### config.mk
export PLATFORM = sky130hd
export DESIGN_NAME = keypad_scanner_flat
export DESIGN_NICKNAME = d
export VERILOG_FILES = /design/src/rtl/keypad_scanner_if.sv /design/src/rtl/keypad_scanner.sv /design/src/flat_wrapper.sv
export SDC_FILE = /design/constraint.sdc
export NUM_CORES = 1
export LEC_CHECK = 0
export ABC_CLOCK_PERIOD_IN_PS = 5920
export CAP_MARGIN = 30
export CORE_MARGIN = 2
export CORE_UTILIZATION = 67
export DETAILED_ROUTE_END_ITERATION = 6
export DONT_BUFFER_PORTS = 1
export PLACE_DENSITY = 0.87
export SLEW_MARGIN = 15
export SYNTH_ARGS = -nofsm -noshare
export SYNTH_HDL_FRONTEND = slang
export SYNTH_SLANG_ARGS = --single-unit
### constraint.sdc
create_clock -name clk -period 5.92 [get_ports clk]
set_input_delay 1.184 -clock clk [delete_from_list [all_inputs] [get_ports clk]]
set_output_delay 1.184 -clock clk [all_outputs]
set_load 0.02 [all_outputs]
### src/rtl/keypad_scanner_if.sv
// Keypad-side and key-output signals of the 4x4 keypad scanner.
// master = scanner, slave = keypad matrix / downstream display stage.
interface keypad_scanner_if;
   logic [3:0] col;
   logic [3:0] row;
   logic [3:0] key_code;
   logic       key_valid;
   logic       key_held;
   logic [1:0] state_dbg;

   modport master (input col, output row, key_code, key_valid, key_held, state_dbg);
   modport slave  (output col, input row, key_code, key_valid, key_held, state_dbg);
endinterface

### src/rtl/keypad_scanner.sv
// 4x4 matrix keypad scanner: row strobing, ghost rejection and frame-based
// press/release debouncing, producing a one-cycle key_valid per accepted press.
module keypad_scanner #(
   parameter int SCAN_DIV     = 4,
   parameter int DEBOUNCE_CNT = 3
) (
   input  logic             clk,
   input  logic             reset,
   keypad_scanner_if.master kp
);
   localparam int            DW       = (SCAN_DIV > 1) ? $clog2(SCAN_DIV) : 1;
   localparam logic [DW-1:0] DIV_LAST = DW'(SCAN_DIV - 1);
   localparam logic [3:0]    DB_LAST  = 4'(DEBOUNCE_CNT);

   typedef enum logic [1:0] {IDLE, PRESS_WAIT, HELD, RELEASE_WAIT} state_t;

   logic [3:0]    col_m, col_s;
   logic [DW-1:0] div;
   logic [1:0]    row_idx;
   logic          tc, frame_end;

   // Hit count saturates at 2: anything beyond one set bit is a ghost frame.
   logic [1:0]    acc_hits;
   logic [3:0]    acc_code;
   logic [2:0]    samp_pop, tot_hits;
   logic [1:0]    samp_idx;
   logic [1:0]    frame_hits;
   logic [3:0]    frame_code;
   logic          frame_key;

   state_t        state, state_n;
   logic [3:0]    cnt, cnt_n, cnt_inc;
   logic [3:0]    pend, pend_n;
   logic [3:0]    code_q, code_n;
   logic          valid_q, valid_n;
   logic          held_q, held_n;
   logic          accept, release_done;

   assign tc        = (div == DIV_LAST);
   assign frame_end = tc && (row_idx == 2'd3);

   assign samp_pop = 3'(col_s[0]) + 3'(col_s[1]) + 3'(col_s[2]) + 3'(col_s[3]);
   assign tot_hits = 3'(acc_hits) + samp_pop;

   always_comb begin
      samp_idx = 2'd0;
      for (int j = 3; j >= 0; j--) begin
         if (col_s[j]) samp_idx = 2'(j);
      end
   end

   assign frame_hits = (tot_hits >= 3'd2) ? 2'd2 : tot_hits[1:0];
   assign frame_code = (samp_pop == 3'd1) ? {row_idx, samp_idx} : acc_code;
   assign frame_key  = (frame_hits == 2'd1);

   always_ff @(posedge clk or negedge reset) begin
      if (!reset) begin
         col_m    <= 4'd0;
         col_s    <= 4'd0;
         div      <= '0;
         row_idx  <= 2'd0;
         acc_hits <= 2'd0;
         acc_code <= 4'd0;
      end else begin
         col_m <= kp.col;
         col_s <= col_m;
         if (tc) begin
            div     <= '0;
            row_idx <= row_idx + 2'd1;
            if (row_idx == 2'd3) begin
               acc_hits <= 2'd0;
               acc_code <= 4'd0;
            end else begin
               acc_hits <= frame_hits;
               acc_code <= frame_code;
            end
         end else begin
            div <= div + DW'(1);
         end
      end
   end

   assign kp.row = 4'b0001 << row_idx;

   always_ff @(posedge clk or negedge reset) begin
      if (!reset) begin
         state   <= IDLE;
         cnt     <= 4'd0;
         pend    <= 4'd0;
         code_q  <= 4'd0;
         valid_q <= 1'b0;
         held_q  <= 1'b0;
      end else begin
         state   <= state_n;
         cnt     <= cnt_n;
         pend    <= pend_n;
         code_q  <= code_n;
         valid_q <= valid_n;
         held_q  <= held_n;
      end
   end

   // The debounce FSM only moves on frame-end edges; between them it holds.
   always_comb begin
      state_n      = state;
      cnt_n        = cnt;
      pend_n       = pend;
      code_n       = code_q;
      valid_n      = 1'b0;
      held_n       = held_q;
      accept       = 1'b0;
      release_done = 1'b0;
      cnt_inc      = cnt + 4'd1;
      if (frame_end) begin
         case (state)
            IDLE: begin
               if (frame_key) begin
                  state_n = PRESS_WAIT;
                  pend_n  = frame_code;
                  cnt_n   = 4'd1;
                  if (cnt_n == DB_LAST) accept = 1'b1;
               end
            end
            PRESS_WAIT: begin
               if (!frame_key) begin
                  state_n = IDLE;
                  cnt_n   = 4'd0;
               end else begin
                  if (frame_code == pend) begin
                     cnt_n = cnt_inc;
                  end else begin
                     pend_n = frame_code;
                     cnt_n  = 4'd1;
                  end
                  if (cnt_n == DB_LAST) accept = 1'b1;
               end
            end
            HELD: begin
               if (!(frame_key && (frame_code == code_q))) begin
                  state_n = RELEASE_WAIT;
                  cnt_n   = 4'd1;
                  if (cnt_n == DB_LAST) release_done = 1'b1;
               end
            end
            RELEASE_WAIT: begin
               if (frame_key && (frame_code == code_q)) begin
                  state_n = HELD;
                  cnt_n   = 4'd0;
               end else begin
                  cnt_n = cnt_inc;
                  if (cnt_n == DB_LAST) release_done = 1'b1;
               end
            end
            default: begin
               state_n = IDLE;
               cnt_n   = 4'd0;
            end
         endcase
         if (accept) begin
            state_n = HELD;
            cnt_n   = 4'd0;
            code_n  = pend_n;
            valid_n = 1'b1;
            held_n  = 1'b1;
         end
         if (release_done) begin
            state_n = IDLE;
            cnt_n   = 4'd0;
            held_n  = 1'b0;
         end
      end
   end

   assign kp.key_code  = code_q;
   assign kp.key_valid = valid_q;
   assign kp.key_held  = held_q;
   assign kp.state_dbg = state;
endmodule

### src/flat_wrapper.sv
// flat-port wrapper written by rule: the top's interface ports become plain ports
module keypad_scanner_flat 
#(
   parameter int SCAN_DIV     = 4,
   parameter int DEBOUNCE_CNT = 3
)
  (clk, reset, kp_col, kp_row, kp_key_code, kp_key_valid, kp_key_held, kp_state_dbg);
  keypad_scanner_if kp_i ();
  input  logic clk;
  input  logic reset;
  input wire logic [$bits(kp_i.col)-1:0] kp_col;
  output wire logic [$bits(kp_i.row)-1:0] kp_row;
  output wire logic [$bits(kp_i.key_code)-1:0] kp_key_code;
  output wire logic [$bits(kp_i.key_valid)-1:0] kp_key_valid;
  output wire logic [$bits(kp_i.key_held)-1:0] kp_key_held;
  output wire logic [$bits(kp_i.state_dbg)-1:0] kp_state_dbg;
  assign kp_i.col = kp_col;
  assign kp_row = kp_i.row;
  assign kp_key_code = kp_i.key_code;
  assign kp_key_valid = kp_i.key_valid;
  assign kp_key_held = kp_i.key_held;
  assign kp_state_dbg = kp_i.state_dbg;
  keypad_scanner #(.SCAN_DIV(SCAN_DIV), .DEBOUNCE_CNT(DEBOUNCE_CNT)) u_core (.clk(clk), .reset(reset), .kp(kp_i));
endmodule
## Yosys cells after proc, flatten, opt, wreduce, memory -nomap -nowiden

Index checks and enable logic that the tools add are counted.

| word-level totals | value |
|---|---|
| flip-flop bits (word level) | 34 |
| bits of input ports | 6 |
| output and inout port bits | 12 |
| logic and storage cells | 87 |

| operators by class | value |
|---|---|
| $add $sub $neg | 7 |
| order comparisons | 1 |
| equality and inequality tests | 15 |
| shifts and indexed selects | 1 |
| muxes and demuxes | 43 |
| reductions and logical operators | 8 |

Operator list:

| kind | count |
|---|---|
| 4-bit two-way mux | 15 |
| 2-bit two-way mux | 13 |
| 4-bit one-hot mux with 4 select lines | 1 |
| 1-bit two-way mux | 12 |
| 2-bit equality test, second input constant | 4 |
| 4-bit by 2-bit equality test with 1-bit output, second input constant | 2 |
| 4-bit equality test | 2 |
| 4-bit by 1-bit != test with 1-bit output, second input constant | 2 |
| 4-bit != test, second input constant | 2 |
| 2-bit one-hot mux with 4 select lines | 1 |
| 4-bit one-hot mux with 2 select lines | 1 |
| 3-bit by 1-bit adder with 3-bit output | 2 |
| 5-bit AND reduction | 1 |
| 2-bit by 1-bit adder with 2-bit output, second input constant | 2 |
| 4-bit by 1-bit adder with 4-bit output, second input constant | 1 |
| 2-bit by 1-bit equality test with 1-bit output, second input constant | 2 |
| 2-bit AND reduction | 2 |
| 1-bit by 2-bit << shifter with 4-bit output, first input constant | 1 |
| 2-bit by 3-bit adder with 3-bit output | 1 |
| 3-bit by 1-bit equality test with 1-bit output, second input constant | 1 |
| 3-bit by 2-bit greater-or-equal comparator with 1-bit output, second input constant | 1 |
| 3-bit AND reduction | 1 |
| 1-bit by 1-bit adder with 2-bit output | 1 |
| 1-bit logical AND | 2 |
| other kinds (2) | 2 |

## Longest topological paths before layout

Gate-level depths: netlist of run 1.

| depth | value |
|---|---|
| depth after elaboration | 17 |
| gate-level depth with buffers | 15 |
| gate-level depth less buffers | 14 |

## Worst setup path before layout of run 1

OpenSTA, ideal clock, no wires.

| timing path | value |
|---|---|
| path kind | register -> register |
| start | register u_core.col_s[0] |
| end | register u_core.code_q[2] (netlist: u_core.kp.key_code[2]) |
| library setup time | 0.123 ns |
| arrival time | 3.302 ns |
| required time | 5.797 ns |
| path slack | 2.495 ns |
| stages on the path, launching flop included | 16 |
| buffers on the path | 2 |
| clock period less this slack | 3.425 ns |
| path through | dfrtp_1 -> ha_1 -> inv_1 -> fa_1 -> inv_1 -> ha_1 -> or3_1 -> buf_6 -> o41a_1 -> xnor2_1 -> nor2_2 -> nand2_1 -> or4_1 -> buf_2 -> nand2_1 -> o21ai_1 |

| on the way | value |
|---|---|
| longest elaborated chain between the ends | 16 |
| elaborated cells on any way between the ends | 25 |
| classes of those cells | 4 x add/sub; 1 x order compare; 4 x eq/ne; 15 x mux; 1 x reduce/logical |

RTL lines:

| what | RTL line | source |
|---|---|---|
| start, declared | keypad_scanner.sv:17 | `logic [3:0] col_m, col_s;` |
| start signal, assigned | keypad_scanner.sv:66 | `col_s <= col_m;` |
| 1-bit by 1-bit adder with 2-bit output | keypad_scanner.sv:42 | `assign samp_pop = 3'(col_s[0]) + 3'(col_s[1]) + 3'(col_s[2]) + 3'(col_s[3]);` |
| 3-bit by 1-bit adder with 3-bit output (2 in series) | keypad_scanner.sv:42 |  |
| 3-bit by 1-bit equality test with 1-bit output | keypad_scanner.sv:53 | `assign frame_code = (samp_pop == 3'd1) ? {row_idx, samp_idx} : acc_code;` |
| 4-bit two-way mux | keypad_scanner.sv:53 |  |
| 4-bit equality test | keypad_scanner.sv:129 | `if (frame_code == pend) begin` |
| 4-bit two-way mux | keypad_scanner.sv:129 |  |
| 4-bit two-way mux | keypad_scanner.sv:125 | `if (!frame_key) begin` |
| 4-bit two-way mux | keypad_scanner.sv:115 | `case (state)` |
| 4-bit two-way mux | keypad_scanner.sv:114 | `if (frame_end) begin` |
| 4-bit by 2-bit equality test with 1-bit output | keypad_scanner.sv:135 | `if (cnt_n == DB_LAST) accept = 1'b1;` |
| 1-bit two-way mux | keypad_scanner.sv:135 |  |
| 1-bit two-way mux | keypad_scanner.sv:125 |  |
| 1-bit two-way mux | keypad_scanner.sv:115 |  |
| 1-bit two-way mux | keypad_scanner.sv:114 |  |
| 2-bit AND reduction (no line) | -- |  |
| end signal, assigned | keypad_scanner.sv:97 | `code_q <= code_n;` |
| end, declared | keypad_scanner.sv:34 | `logic [3:0] code_q, code_n;` |

Parallel ways exist; a longest one is shown, timed or not. The select of a mux whose other input is x is not followed.
A chain may end at the register's enable or synchronous reset.

## Final worst setup path of run 1

| timing path | value |
|---|---|
| start | register u_core.col_s[1] |
| end | register u_core.held_q (netlist: u_core.kp.key_held) |

| on the way | value |
|---|---|
| longest elaborated chain between the ends | 17 |
| elaborated cells on any way between the ends | 29 |
| classes of those cells | 4 x add/sub; 1 x order compare; 5 x eq/ne; 16 x mux; 3 x reduce/logical |

RTL lines:

| what | RTL line | source |
|---|---|---|
| 1-bit by 1-bit adder with 2-bit output | keypad_scanner.sv:42 |  |
| 3-bit by 1-bit adder with 3-bit output (2 in series) | keypad_scanner.sv:42 |  |
| 3-bit by 1-bit equality test with 1-bit output | keypad_scanner.sv:53 |  |
| 4-bit two-way mux | keypad_scanner.sv:53 |  |
| 4-bit equality test | keypad_scanner.sv:129 |  |
| 4-bit two-way mux | keypad_scanner.sv:129 |  |
| 4-bit two-way mux | keypad_scanner.sv:125 |  |
| 4-bit two-way mux | keypad_scanner.sv:115 |  |
| 4-bit two-way mux | keypad_scanner.sv:114 |  |
| 4-bit by 2-bit equality test with 1-bit output | keypad_scanner.sv:135 |  |
| 1-bit two-way mux | keypad_scanner.sv:135 |  |
| 1-bit two-way mux | keypad_scanner.sv:125 |  |
| 1-bit two-way mux | keypad_scanner.sv:115 |  |
| 1-bit two-way mux | keypad_scanner.sv:114 |  |
| 2-bit nonzero test (no line) | -- |  |
| 2-bit AND reduction (no line) | -- |  |
| end signal, assigned | keypad_scanner.sv:99 | `held_q <= held_n;` |
| end, declared | keypad_scanner.sv:36 | `logic held_q, held_n;` |

Parallel ways exist; a longest one is shown, timed or not. The select of a mux whose other input is x is not followed.

==> impl.org, run 1 <==
** Clock network
- Clock tree from TritonCTS :: done
- Clock tree synthesis inserted a total of 5 buffers.
- After clock tree synthesis, the clock-pin slew on the worst setup and hold paths is 0.10 ns.
- Hold-fix buffers at CTS :: 0
- The tree is rooted in a sky130_fd_sc_hd__clkbuf_4.
- Counting along the longest clock path gives a buffer depth of 2.
- Clock latency on the worst-skew pair, taken at its later pin, is 0.34 ns.
- The clock drives 34 sinks.
- Post-CTS Setup Inserts :: 0
- The H-tree generated during clock tree synthesis spans 2 levels.
- PostCTS Resize Cnt :: 0

** Timing
- For the pin with the worst max-slew slack, the measured transition is 0.869 ns.
- Final Setup Violations :: 0
- Static timing analysis puts the maximum clock frequency at 0.253 GHz.
- After layout, the worst setup slack is 1.96 ns.
- Setup total negative slack on the finished layout was measured at 0 ns.
- Share of the cycle needed by the critical path after routing :: 66.8%
- Tightest slew margin relative to the limit :: 41.6%
- Min Hold Slack :: 0.344 ns
- Time the final worst path needs with I/O delays and setup :: 3.96 ns
- Max-slew violation count :: 0
- The final hold violation count was 0.
- Post-Route Skew :: 0.0140 ns
- RSZ-0062 raised after global routing :: no

** Yosys
- After synthesis, the share of cell area in mux cells is 2.50%.
- Counting every instance in the synthesized netlist gives 174.
- Complex-gate fraction of the synthesized area :: 15.2%
- Of the post-synthesis cell area, the dominant cell type holds 47.2%.
- The average instance in the mapped netlist occupies 10.4 um^2.
- The synthesized netlist devotes 14.6% of its cell area to simple gates.
- Xor/xnor cell area share of the yosys netlist :: 5.83%
- Top post-synthesis cells by area :: sky130_fd_sc_hd__dfrtp_1 (47%), sky130_fd_sc_hd__ha_1 (6.9%), sky130_fd_sc_hd__nand2_1 (4.6%), sky130_fd_sc_hd__inv_1 (4.0%), sky130_fd_sc_hd__xor2_1 (3.4%)
- Synthesis produced a netlist with a net count of 192.
- Number of library cell types mapped by synthesis :: 40
- Seq/Total Area, Yosys :: 47.2%
- Count of state elements after synthesis :: 34
- By area, the combinational part of the netlist is dominated by compound AO/OA/AOI/OAI gates.
- After Yosys synthesis, full adders, half adders and majority gates account for 9.16% of the synthesized area.
- Summing every instance area after synthesis gives 1800 um^2.
- Count of synthesis-stage warnings from yosys :: 0
- sky130_fd_sc_hd__dfrtp_1 takes more of the synthesized area than any other cell.

** Critical path
- Data on the critical path is required at its endpoint by 6.17 ns.
- Nature of the critical path startpoint :: flop
- The worst setup path is of the flop to flop kind.
- Along the worst path, the maximum fanout reaches 11.
- Worst setup EP type :: flop
- Crit path arrival time :: 4.21 ns

** Die
- The initial utilization of the core area, before any placement, comes to 71.5%.
- Die Outline Area :: 3120 um^2
- During I/O placement, the number of pins put on the boundary was 18.
- DIE HEIGHT :: 55.9 um
- Die W :: 55.9 um
- The floorplan step defined a core boundary enclosing 2520 um^2.
- Site row count :: 18

** Route
- Summing over every cut layer, the via total after detailed routing is 1269.
- Post-detailed-route DRC marker count :: 0
- Post-Route WL :: 3610 um
- DRT antenna net count :: 0
- After detailed routing, the average wire length per cell comes to 17.4 um.
- DRC marker count from the first detailed-route iteration :: 45
- After detailed routing, the number of vias per cell comes to 6.13.
- First-pass detailed-route iteration total :: 4

** Global route
- The initial antenna violation count is 0.
- GRT Total Usage :: 26.5%
- The first global-routing pass estimated 6290 um of wire.
- Pin count of the biggest net entering global routing :: 35
- Number of global-route vias before repair :: 1334
- Global route total overflow :: 0

** Power
- Total power for the finished layout comes to 0.515 mW.
- Maximum vdd drop :: 0.273 mV
- Power density over cell area :: 275 nW/um^2
- For this design the static power due to leakage is 0.833 nW.

** Job
- Max-cap violations in this run came to 0.

** Place
- HPWL after detailed placement :: 2710 um
- PortBufs :: 0
- Post-placement setup slack :: 2.03 ns
- Routability-driven placement finished with a final weighted congestion of 0.953.

** Layout
- Final core area utilization :: 74.3%
- Ratio of cells with drive above 1 in the final layout :: 9.60%
- 0 antenna diodes ended up in the layout.
- Filler cell count :: 168
- NumNets Final :: 194
- Compared with the post-synthesis result, the final layout area differs by 3.89%.

** Min path
- Hold Path Class :: flop to flop

** Run status
- Run status :: complete, no violations
path summary, 6_finish.rpt:
| kind | endpoint | cells past startpoint | slack (ns) | from |
|---|---|---|---|---|
| worst min register to register | u_core.col_s[3]$_DFF_PN0_ | 0 | 0.34 | u_core.col_m[3]$_DFF_PN0_ |
| worst max-delay path | u_core.kp.key_held$_DFFE_PN0P_ | 13 | 1.96 | u_core.col_s[1]$_DFF_PN0_ |
| max in group asynchronous | u_core.div[1]$_DFF_PN0_ | 0 | 5.30 | reset |
| min in group asynchronous | u_core.cnt[1]$_DFFE_PN0P_ | 0 | 0.52 | reset |
| worst max register to register | u_core.kp.key_held$_DFFE_PN0P_ | 13 | 1.96 | u_core.col_s[1]$_DFF_PN0_ |
| worst min-delay path | u_core.col_s[3]$_DFF_PN0_ | 0 | 0.34 | u_core.col_m[3]$_DFF_PN0_ |
flip-flops by register name, indices dropped and copies added, names as in the netlist, 4 cells and up:
| name | count |
|---|---|
| u_core.kp.key_code | 4 |
| u_core.cnt | 4 |
| u_core.col_m | 4 |
| u_core.pend | 4 |
| u_core.acc_code | 4 |
| u_core.col_s | 4 |
metrics by stage:
step | std cells | instance area [um^2]
2_1_floorplan | 174 | 1800
3_3_place_gp | 199 | 1810
3_5_place_dp | 199 | 1810
4_1_cts | 207 | 1870
5_1_grt | 207 | 1870
6_report | 207 | 1870
critical path, cell delays in order, from the launching register on:
cell and delay [ns]:
sky130_fd_sc_hd__dfrtp_1 0.42, sky130_fd_sc_hd__ha_1 0.29, sky130_fd_sc_hd__inv_1 0.05, sky130_fd_sc_hd__fa_1 0.54, sky130_fd_sc_hd__inv_1 0.06, sky130_fd_sc_hd__ha_1 0.19, sky130_fd_sc_hd__fa_1 0.39, sky130_fd_sc_hd__xor2_1 0.17
sky130_fd_sc_hd__nor3b_1 0.24, sky130_fd_sc_hd__and2_1 0.42, sky130_fd_sc_hd__and3_1 0.28, sky130_fd_sc_hd__nand2_1 0.07, sky130_fd_sc_hd__or4_1 0.55, sky130_fd_sc_hd__a21oi_1 0.22
layer usage:
metal  track usage (%)  part of all wire (%)
met1              32.1                    40
met2              44.4                    52
met3              9.07                   6.1
met4              9.18                   2.4
met5                 0                     0
layout make-up:
cell class,count,area [um^2],area share (%)
inverter,19,71.3,3.81
clock buffer,7,55.1,2.94
clock inverter,1,5.00,0.267
sequential,34,851,45.4
multi-input combinational,116,853,45.6
tap,30,37.5,2.00
logic make-up after synthesis:
| family | Yosys count |
|---|---|
| adder cells (fa/ha/maj) | 12 |
| multiplexers | 2 |
| buffers and inverters | 24 |
| AO/OA/AOI/OAI | 38 |
| XOR/XNOR | 12 |
| flip-flops | 34 |
| AND/OR/NAND/NOR | 52 |
cells in the mapped netlist, drive strengths merged:
master and n:
o21ai 7, nor3 6, o211ai 2, nor3b 1, fa 2, nor2 10
o22ai 6, o41ai 1, nand3 4, nand2 22, clkbuf 3, ha 10
or4 1, o32ai 1, o31ai 5, mux2i 2, o41a 1, or3 1
and2 2, xor2 7, a31oi 3, dfrtp 34, nand2b 2, o21a 1
nand4 1, a311oi 1, and3 1, xnor2 5, inv 19, buf 2
or3b 1, a21oi 9, o31a 1
cells in the final DEF, fill, tap and decap left out, types with 2 or more instances in the layout:
cell and n:
sky130_fd_sc_hd__nor2_1 9, sky130_fd_sc_hd__inv_1 19, sky130_fd_sc_hd__xnor2_1 5, sky130_fd_sc_hd__a31oi_1 3
sky130_fd_sc_hd__nor3_1 5, sky130_fd_sc_hd__xor2_1 7, sky130_fd_sc_hd__dfrtp_1 34, sky130_fd_sc_hd__o31ai_1 4
sky130_fd_sc_hd__o22ai_1 6, sky130_fd_sc_hd__a21oi_1 9, sky130_fd_sc_hd__fa_1 2, sky130_fd_sc_hd__nand2_1 22
sky130_fd_sc_hd__o21ai_1 4, sky130_fd_sc_hd__mux2i_4 2, sky130_fd_sc_hd__o211ai_1 2, sky130_fd_sc_hd__clkbuf_4 5
sky130_fd_sc_hd__ha_1 10, sky130_fd_sc_hd__o21ai_0 3, sky130_fd_sc_hd__and2_1 2, sky130_fd_sc_hd__nand3_1 3
report_power, final:
part           leakage (nW)  switching [mW]  internal (mW)  total, mW
Clock                0.0353          0.0761         0.0575      0.134
Combinational         0.353          0.0633         0.0402      0.103
Sequential            0.445          0.0257          0.252      0.278
Total                 0.833           0.165          0.350      0.515
No activity file was read; power rests on OpenSTA's default activity.
==> inputs of run 2 (changes only) <==
--- a/config.mk
+++ b/config.mk
@@ -5,13 +5,13 @@
 export SDC_FILE = /design/constraint.sdc
 export NUM_CORES = 1
 export LEC_CHECK = 0
-export ABC_CLOCK_PERIOD_IN_PS = 5920
+export ABC_CLOCK_PERIOD_IN_PS = 3800
 export CAP_MARGIN = 30
 export CORE_MARGIN = 2
-export CORE_UTILIZATION = 67
+export CORE_UTILIZATION = 62
 export DETAILED_ROUTE_END_ITERATION = 6
 export DONT_BUFFER_PORTS = 1
-export PLACE_DENSITY = 0.87
+export PLACE_DENSITY = 0.82
 export SLEW_MARGIN = 15
 export SYNTH_ARGS = -nofsm -noshare
 export SYNTH_HDL_FRONTEND = slang
==> constraint.sdc (replaced) <==
create_clock -name clk -period 3.8 [get_ports clk]
set_input_delay 0.76 -clock clk [delete_from_list [all_inputs] [get_ports clk]]
set_output_delay 0.76 -clock clk [all_outputs]
set_load 0.02 [all_outputs]
==> impl.org, run 2 (synthesis gave the netlist of run 1 again) <==
** Run status
- The flow ran to the end, and the final reports show no timing, DRC or antenna violations.

** Die
- Core Area :: 2760 um^2
- In this run the core area contains 19 standard-cell rows.
- Once the floorplan was initialized, standard cells occupied 65.4% of the core.
- Die Outline Area :: 3360 um^2
- Die W :: 57.9 um
- The floorplan step set the die height to 57.9 um.
- Number of ports placed on the die boundary :: 18

** Place
- Port buffering added 0 buffers.
- OpenSTA, run right after detailed placement, puts the worst setup slack at 0.180 ns.
- The HPWL after detailed placement is 2510 um.
- Cell area after placement :: 1840 um^2
- Last weighted congestion value of the routability-driven placer :: 0.924

** Power
- Power density over cell area :: 425 nW/um^2
- Static power due to leakage :: 0.853 nW
- Part of the total power dissipated in the clock network :: 26.6%
- Relative contribution of sequential cells to total power :: 53.3%
- Net switching is 32.2% of the power.
- Total chip power :: 0.813 mW
- Switching power summed over all nets :: 0.262 mW
- The worst-case IR drop observed on VDD is 0.418 mV.
- Of the total power, combinational logic draws 20.1%.
- Cell internal power was estimated by the tool at 0.551 mW.

** Timing
- For this run, the top clock speed supported by timing is 0.273 GHz.
- At the pin with the least slew margin, the transition time is 0.448 ns.
- Tightest slew margin relative to the limit :: 70.1%
- Post-layout worst setup margin :: 0.137 ns
- The final critical path takes up 96.4% of the cycle.
- Setup violations remaining at the end of the flow were counted as 0.
- RSZ-0062 raised after global routing :: no
- The final hold violation count is 0.
- Setup TNS after final layout :: 0 ns
- The clock arrives with 0.0116 ns of skew.
- Time the final worst path needs with I/O delays and setup :: 3.66 ns
- The final count of pins violating max slew was 0.

** Layout
- Layout overhead on the synthesized area :: 6.04%
- NumNets Final :: 198
- The number of antenna diodes in the final layout is 0.
- Leaving out fill and tap cells, the most frequent cells in the layout are sky130_fd_sc_hd__dfrtp_1 (34), sky130_fd_sc_hd__nand2_1 (22), sky130_fd_sc_hd__inv_1 (19).
- The finished cells cover 1910 um^2.
- Of the cells placed in the final design, the portion with a size suffix greater than 1 is 12.2%.
- Leaving out fill and tap cells, the most frequent cell in the layout is sky130_fd_sc_hd__dfrtp_1.

** Critical path
- STA classifies the critical path endpoint as a flop.
- The slowest stage of the critical path is the sky130_fd_sc_hd__or4_1 cell.
- Critical path data required time :: 4.02 ns
- WS Path Type :: flop to flop
- Crit path arrival time :: 3.88 ns
- Broken down by cell family, the worst path's largest delay share belongs to simple AND/OR/NAND/NOR gates.
- Of all nets on the critical path, the largest fanout is 8.
- Largest incremental delay on the critical path :: 0.61 ns
- The critical path goes through ha_1 -> inv_1 -> fa_1 -> inv_1 -> ha_1 -> or3_1 -> o41a_1 -> xnor2_1 -> nor2_2 -> nand2_1 -> or4_1 -> nand2_1 -> o21ai_1.
- Buffering stage count on the worst path with inverters included :: 2
- The worst setup path is launched from a flop.

** Route
- After detailed routing, the number of remaining DRC violations is 0.
- Post-Route WL :: 3440 um
- Detailed routing placed a total of 1710 um of wire on met2.
- The routed design uses 208 um of met3 wire.
- DRC marker count from the first detailed-route iteration :: 46
- Routed via count divided by cell count :: 6.01
- DRT antenna net count :: 0
- Length of routed wiring on met1 :: 1470 um
- Before antenna repair, the detailed router went through 4 iterations.
- Top routing layer in use :: met4
- Detailed routing inserted a total of 1275 vias.
- Dividing the detail-routed wire length by the instance count gives 16.2 um.

** Clock network
- The clock net in this run drives a total of 34 sinks.
- Clock-pin transition on the worst setup and hold timing paths :: 0.11 ns
- Post-CTS Setup Inserts :: 0
- Buffer cell driving the clock tree root :: sky130_fd_sc_hd__clkbuf_4
- For the worst-skew pair, the clock arrives at the later sink with an insertion delay of 0.34 ns.
- In this run the deepest clock path goes through 2 buffers.
- Total clock buffers created by CTS :: 5
- TritonCTS built the clock tree.
- H-Tree Depth :: 2

** Global route
- Initial antenna violation count :: 0
- Global routing finished with a remaining overflow of 0.
- The number of global-route vias before repair came to 1355.
- The first global-routing pass estimated 5890 um of wire.
- Entering global routing, the biggest net connects 35 pins.
- Global routing consumed, over all layers together, 23.3% of the routing resources.

** Min path
- Hold Path Class :: input pin to asynchronous set/reset pin

** Job
- Max-cap violations in this run came to 0.
==> run 2: changes by cell type in the layout (fill, tap and decap cells not counted) <==
cell | before | now
sky130_fd_sc_hd__xor2_1 | 7 | 6
sky130_fd_sc_hd__xor2_2 | 0 | 1
sky130_fd_sc_hd__buf_4 | 0 | 4
==> run 2: timing repair <==
item | CTS | global route
endpoints found under the setup margin | 0 | 4
gates resized for setup | 0 | 1
hold buffers | 0 | 0
==> run 2: area by class of cell <==
cell class | count | area, um^2
Clock buffer | 7 | 55.1
Clock inverter | 1 | 5.00
Fill cell | 204 | 846
Inverter | 19 | 71.3
Multi-Input combinational cell | 116 | 861
Sequential cell | 34 | 851
Tap cell | 31 | 38.8
Timing Repair Buffer | 4 | 30.0
==> run 2: through the flow <==
stage	instances	hold slack, ns	utilization, %
floorplan	174	0.331	-
global placement	204	0.336	66.9
detailed placement	204	0.336	66.9
CTS	212	0.0881	69.1
global route	212	0.0812	69.3
finish	212	0.0951	69.3
==> run 2: routing by layer <==
layer / GRT usage, % / vias to the layer above
li1: - / 605
met1: 28.1 / 621
met2: 39.1 / 45
met3: 6.70 / 4
met4: 9.97 / 0
met5: 0 / -
==> run 2: power groups by stage <==
stage,clock (mW),sequential [mW],combinational [mW]
6_report,0.216,0.433,0.164
5_1_grt,0.231,0.436,0.179
4_1_cts,0.218,0.429,0.160
3_5_place_dp,0,0.437,0.160
3_3_place_gp,0,0.435,0.150
2_1_floorplan,0,0.429,0.131
==> run 2: path summary, 6_finish.rpt <==
check | startpoint | to | slack [ns] | depth (start not counted)
worst max-delay path | u_core.col_s[1]$_DFF_PN0_ | u_core.kp.key_code[3]$_DFFE_PN0P_ | 0.14 | 13
worst min-delay path | reset | u_core.acc_hits[1]$_DFFE_PN0P_ | 0.1 | 0
worst max register to register | u_core.col_s[1]$_DFF_PN0_ | u_core.kp.key_code[3]$_DFFE_PN0P_ | 0.14 | 13
worst min register to register | u_core.col_m[1]$_DFF_PN0_ | u_core.col_s[1]$_DFF_PN0_ | 0.34 | 0
max in group asynchronous | reset | u_core.row_idx[0]$_DFFE_PN0P_ | 3.61 | 0
min in group clk | u_core.col_m[1]$_DFF_PN0_ | u_core.col_s[1]$_DFF_PN0_ | 0.34 | 0
==> inputs of run 3 (changes only) <==
--- a/config.mk
+++ b/config.mk
@@ -11,6 +11,7 @@
 export CORE_UTILIZATION = 62
 export DETAILED_ROUTE_END_ITERATION = 6
 export DONT_BUFFER_PORTS = 1
+export GPL_TIMING_DRIVEN = 0
 export PLACE_DENSITY = 0.82
 export SLEW_MARGIN = 15
 export SYNTH_ARGS = -nofsm -noshare
==> impl.org, run 3 (synthesis gave the netlist of run 1 again) <==
** Timing
- RSZ-0062 raised after global routing :: no
- The final count of pins violating max slew is 0.
- The worst path meets setup with 0.147 ns of slack.
- At the pin with the least slew margin, the transition time is 0.796 ns.
- Between clock sinks in the finished design, the worst skew comes to 0.0158 ns.
- Adding up every negative setup slack in the final design gives 0 ns.
- Final Setup Violations :: 0
- Dividing the final minimum period by the clock period gives 96.1%.
- Tightest slew margin relative to the limit :: 46.5%
- Final Hold Vio Count :: 0
- Highest clock frequency the design can meet :: 0.274 GHz
- Time the final worst path needs with I/O delays and setup :: 3.65 ns
- Final hold analysis gives a worst-case slack of 0.0981 ns.

** Layout
- Total non-filler cell area in the finished layout :: 1970 um^2
- The finished layout holds 214 standard cells, fillers aside.
- Layout overhead on the synthesized area :: 9.51%
- In the layout the commonest cells are sky130_fd_sc_hd__dfrtp_1 (34), sky130_fd_sc_hd__nand2_1 (22), sky130_fd_sc_hd__inv_1 (18).
- The net count of the finished layout is 202.
- Ratio of cells with drive above 1 in the final layout :: 16.4%
- Once layout is complete, the utilization of the core stands at 71.6%.
- The library cell used most frequently in the layout, excluding fill and tap cells, is sky130_fd_sc_hd__dfrtp_1.
- Count of antenna diodes in the layout :: 0
- The filler cells instantiated in the layout total 203.

** Die
- Initial core utilization :: 65.4%
- The floorplan has 19 rows.
- Core Area :: 2760 um^2
- Die W :: 57.9 um
- Die Outline Area :: 3360 um^2
- Number of ports placed on the die boundary :: 18
- The die is 57.9 um tall.

** Run status
- The flow ran to the end, and the final reports show no timing, DRC or antenna violations.

** Clock network
- Clock-pin transition on the worst setup and hold timing paths :: 0.10 ns
- The tree built by TritonCTS fans out to 34 sinks.
- Hold repair after CTS inserted 0 buffers.
- The H-tree was split into 2 levels.
- Counting along the longest clock path gives a buffer depth of 2.
- The cell sitting at the root of the clock tree is a sky130_fd_sc_hd__clkbuf_4.
- Clock insertion delay at the later pin of the skew report :: 0.34 ns
- TritonCTS built the clock tree.
- Counting the buffers created by CTS gives 5.

** Place
- Buffers placed on the I/O ports in this run total 0.
- OpenSTA, run right after detailed placement, puts the worst setup slack at 0.0436 ns.
- The wire-length estimate of the detail-placed layout is 2450 um.
- At the end of routability-driven placement, the weighted congestion stood at 0.873.
- # placed instances :: 205
- Cell area after placement :: 1840 um^2

** Route
- Detailed routing inserted a total of 1267 vias.
- The detail route stage leaves a number of antenna-violating nets equal to 0.
- For this block, the routed nets add up to 3420 um of wire.
- DR WL/cell :: 16.0 um
- Routed via count divided by cell count :: 5.92
- DRC marker count from the first detailed-route iteration :: 75
- First-pass detailed-route iteration total :: 4
- Post-detailed-route DRC marker count :: 0

** Critical path
- Highest fanout seen on the critical path :: 5
- Reg-to-reg setup timing slack :: 0.15 ns
- Measured in cells, the most critical reg-to-reg path has a length of 14.
- R2r startpoint :: u_core.col_s[1]$_DFF_PN0_
- The slowest stage of the critical path belongs to the cell sky130_fd_sc_hd__o41a_1.
- Crit path arrival time :: 3.90 ns
- Kind of cell adding the most delay to the critical path :: simple AND/OR/NAND/NOR gates
- The worst register-to-register path ends at u_core.cnt[2]$_DFFE_PN0P_.
- Buffering stage count on the worst path with inverters included :: 3
- Nature of the critical path startpoint :: flop
- Worst setup EP type :: flop
- Largest incremental delay on the critical path :: 0.43 ns
- By startpoint and endpoint, the worst setup path is classified as flop to flop.
- For the worst setup path, the data required time is 4.05 ns.
- Sequence of cells on the critical path :: ha_1 -> inv_1 -> fa_2 -> inv_2 -> ha_4 -> or3_4 -> buf_6 -> o41a_1 -> xor2_1 -> nand3_2 -> nor3_4 -> o21ai_2 -> nand2b_4 -> o41ai_2

** Global route
- In the global route stage, overall resource usage came out at 22.5%.
- Number of global-route vias before repair :: 1274
- Global route total overflow :: 0
- Initial antenna violation count :: 0
- Wire length of the first global-routing pass :: 5660 um
- Entering global routing, the biggest net connects 35 pins.

** Power
- Static power due to leakage :: 0.867 nW
- Dividing total power by cell area gives a power density of 410 nW/um^2.
- Total chip power :: 0.810 mW
- Maximum vdd drop :: 0.368 mV

** Job
- Max-cap violations in this run came to 0.

** Min path
- The min-delay analysis places its worst path in the category input pin to asynchronous set/reset pin.
[run 3: report_power, final]
group	total (mW)	leakage (nW)	internal [mW]	switching, mW
Clock	0.195	0.0302	0.0833	0.111
Sequential	0.432	0.445	0.393	0.0388
Combinational	0.184	0.392	0.0824	0.102
[run 3: what timing repair did]
action | 4_1_cts | 5_1_grt
setup buffers | 0 | 3
resized for setup | 0 | 12
setup endpoints to repair | 0 | 10
[run 3: worst max-delay path by stage]
stage,start,to,slack [ns],cells after the start
floorplan,u_core.col_s[0]$_DFF_PN0_,u_core.kp.key_code[2]$_DFFE_PN0P_,0.38,15
global placement,u_core.col_s[0]$_DFF_PN0_,u_core.cnt[2]$_DFFE_PN0P_,0.14,14
detailed placement,u_core.col_s[0]$_DFF_PN0_,u_core.cnt[2]$_DFFE_PN0P_,0.04,14
CTS,u_core.col_s[0]$_DFF_PN0_,u_core.cnt[2]$_DFFE_PN0P_,0.006,14
global route,u_core.col_s[0]$_DFF_PN0_,u_core.kp.key_code[3]$_DFFE_PN0P_,0.01,15
finish,u_core.col_s[1]$_DFF_PN0_,u_core.cnt[2]$_DFFE_PN0P_,0.15,14
[run 3: layer usage]
| layer | track usage (%) | vias up | routed length [um] |
|---|---|---|---|
| met4 | 9.97 | 0 | 58 |
| li1 | - | 615 | - |
| met2 | 36.9 | 39 | 1700 |
| met3 | 4.69 | 7 | 154 |
| met5 | 0 | - | 0 |
| met1 | 29.1 | 606 | 1500 |
[run 3: worst register-to-register path: stages, from the launching register on]
cell	delay (ns)
sky130_fd_sc_hd__dfrtp_1	0.41
sky130_fd_sc_hd__ha_1	0.29
sky130_fd_sc_hd__inv_1	0.05
sky130_fd_sc_hd__fa_2	0.33
sky130_fd_sc_hd__inv_2	0.07
sky130_fd_sc_hd__ha_4	0.20
sky130_fd_sc_hd__or3_4	0.37
sky130_fd_sc_hd__buf_6	0.15
sky130_fd_sc_hd__o41a_1	0.43
sky130_fd_sc_hd__xor2_1	0.22
sky130_fd_sc_hd__nand3_2	0.15
sky130_fd_sc_hd__nor3_4	0.33
sky130_fd_sc_hd__o21ai_2	0.12
sky130_fd_sc_hd__nand2b_4	0.17
sky130_fd_sc_hd__o41ai_2	0.28
[run 3: layout make-up]
cell class / count / area [um^2] / share of cell area (%)
buffer: 5 / 30.0 / 1.52
clock buffer: 6 / 51.3 / 2.60
multi-input combinational: 116 / 910 / 46.1
inverter: 19 / 71.3 / 3.61
timing repair buffer: 3 / 22.5 / 1.14
tap: 31 / 38.8 / 1.96
sequential: 34 / 851 / 43.1
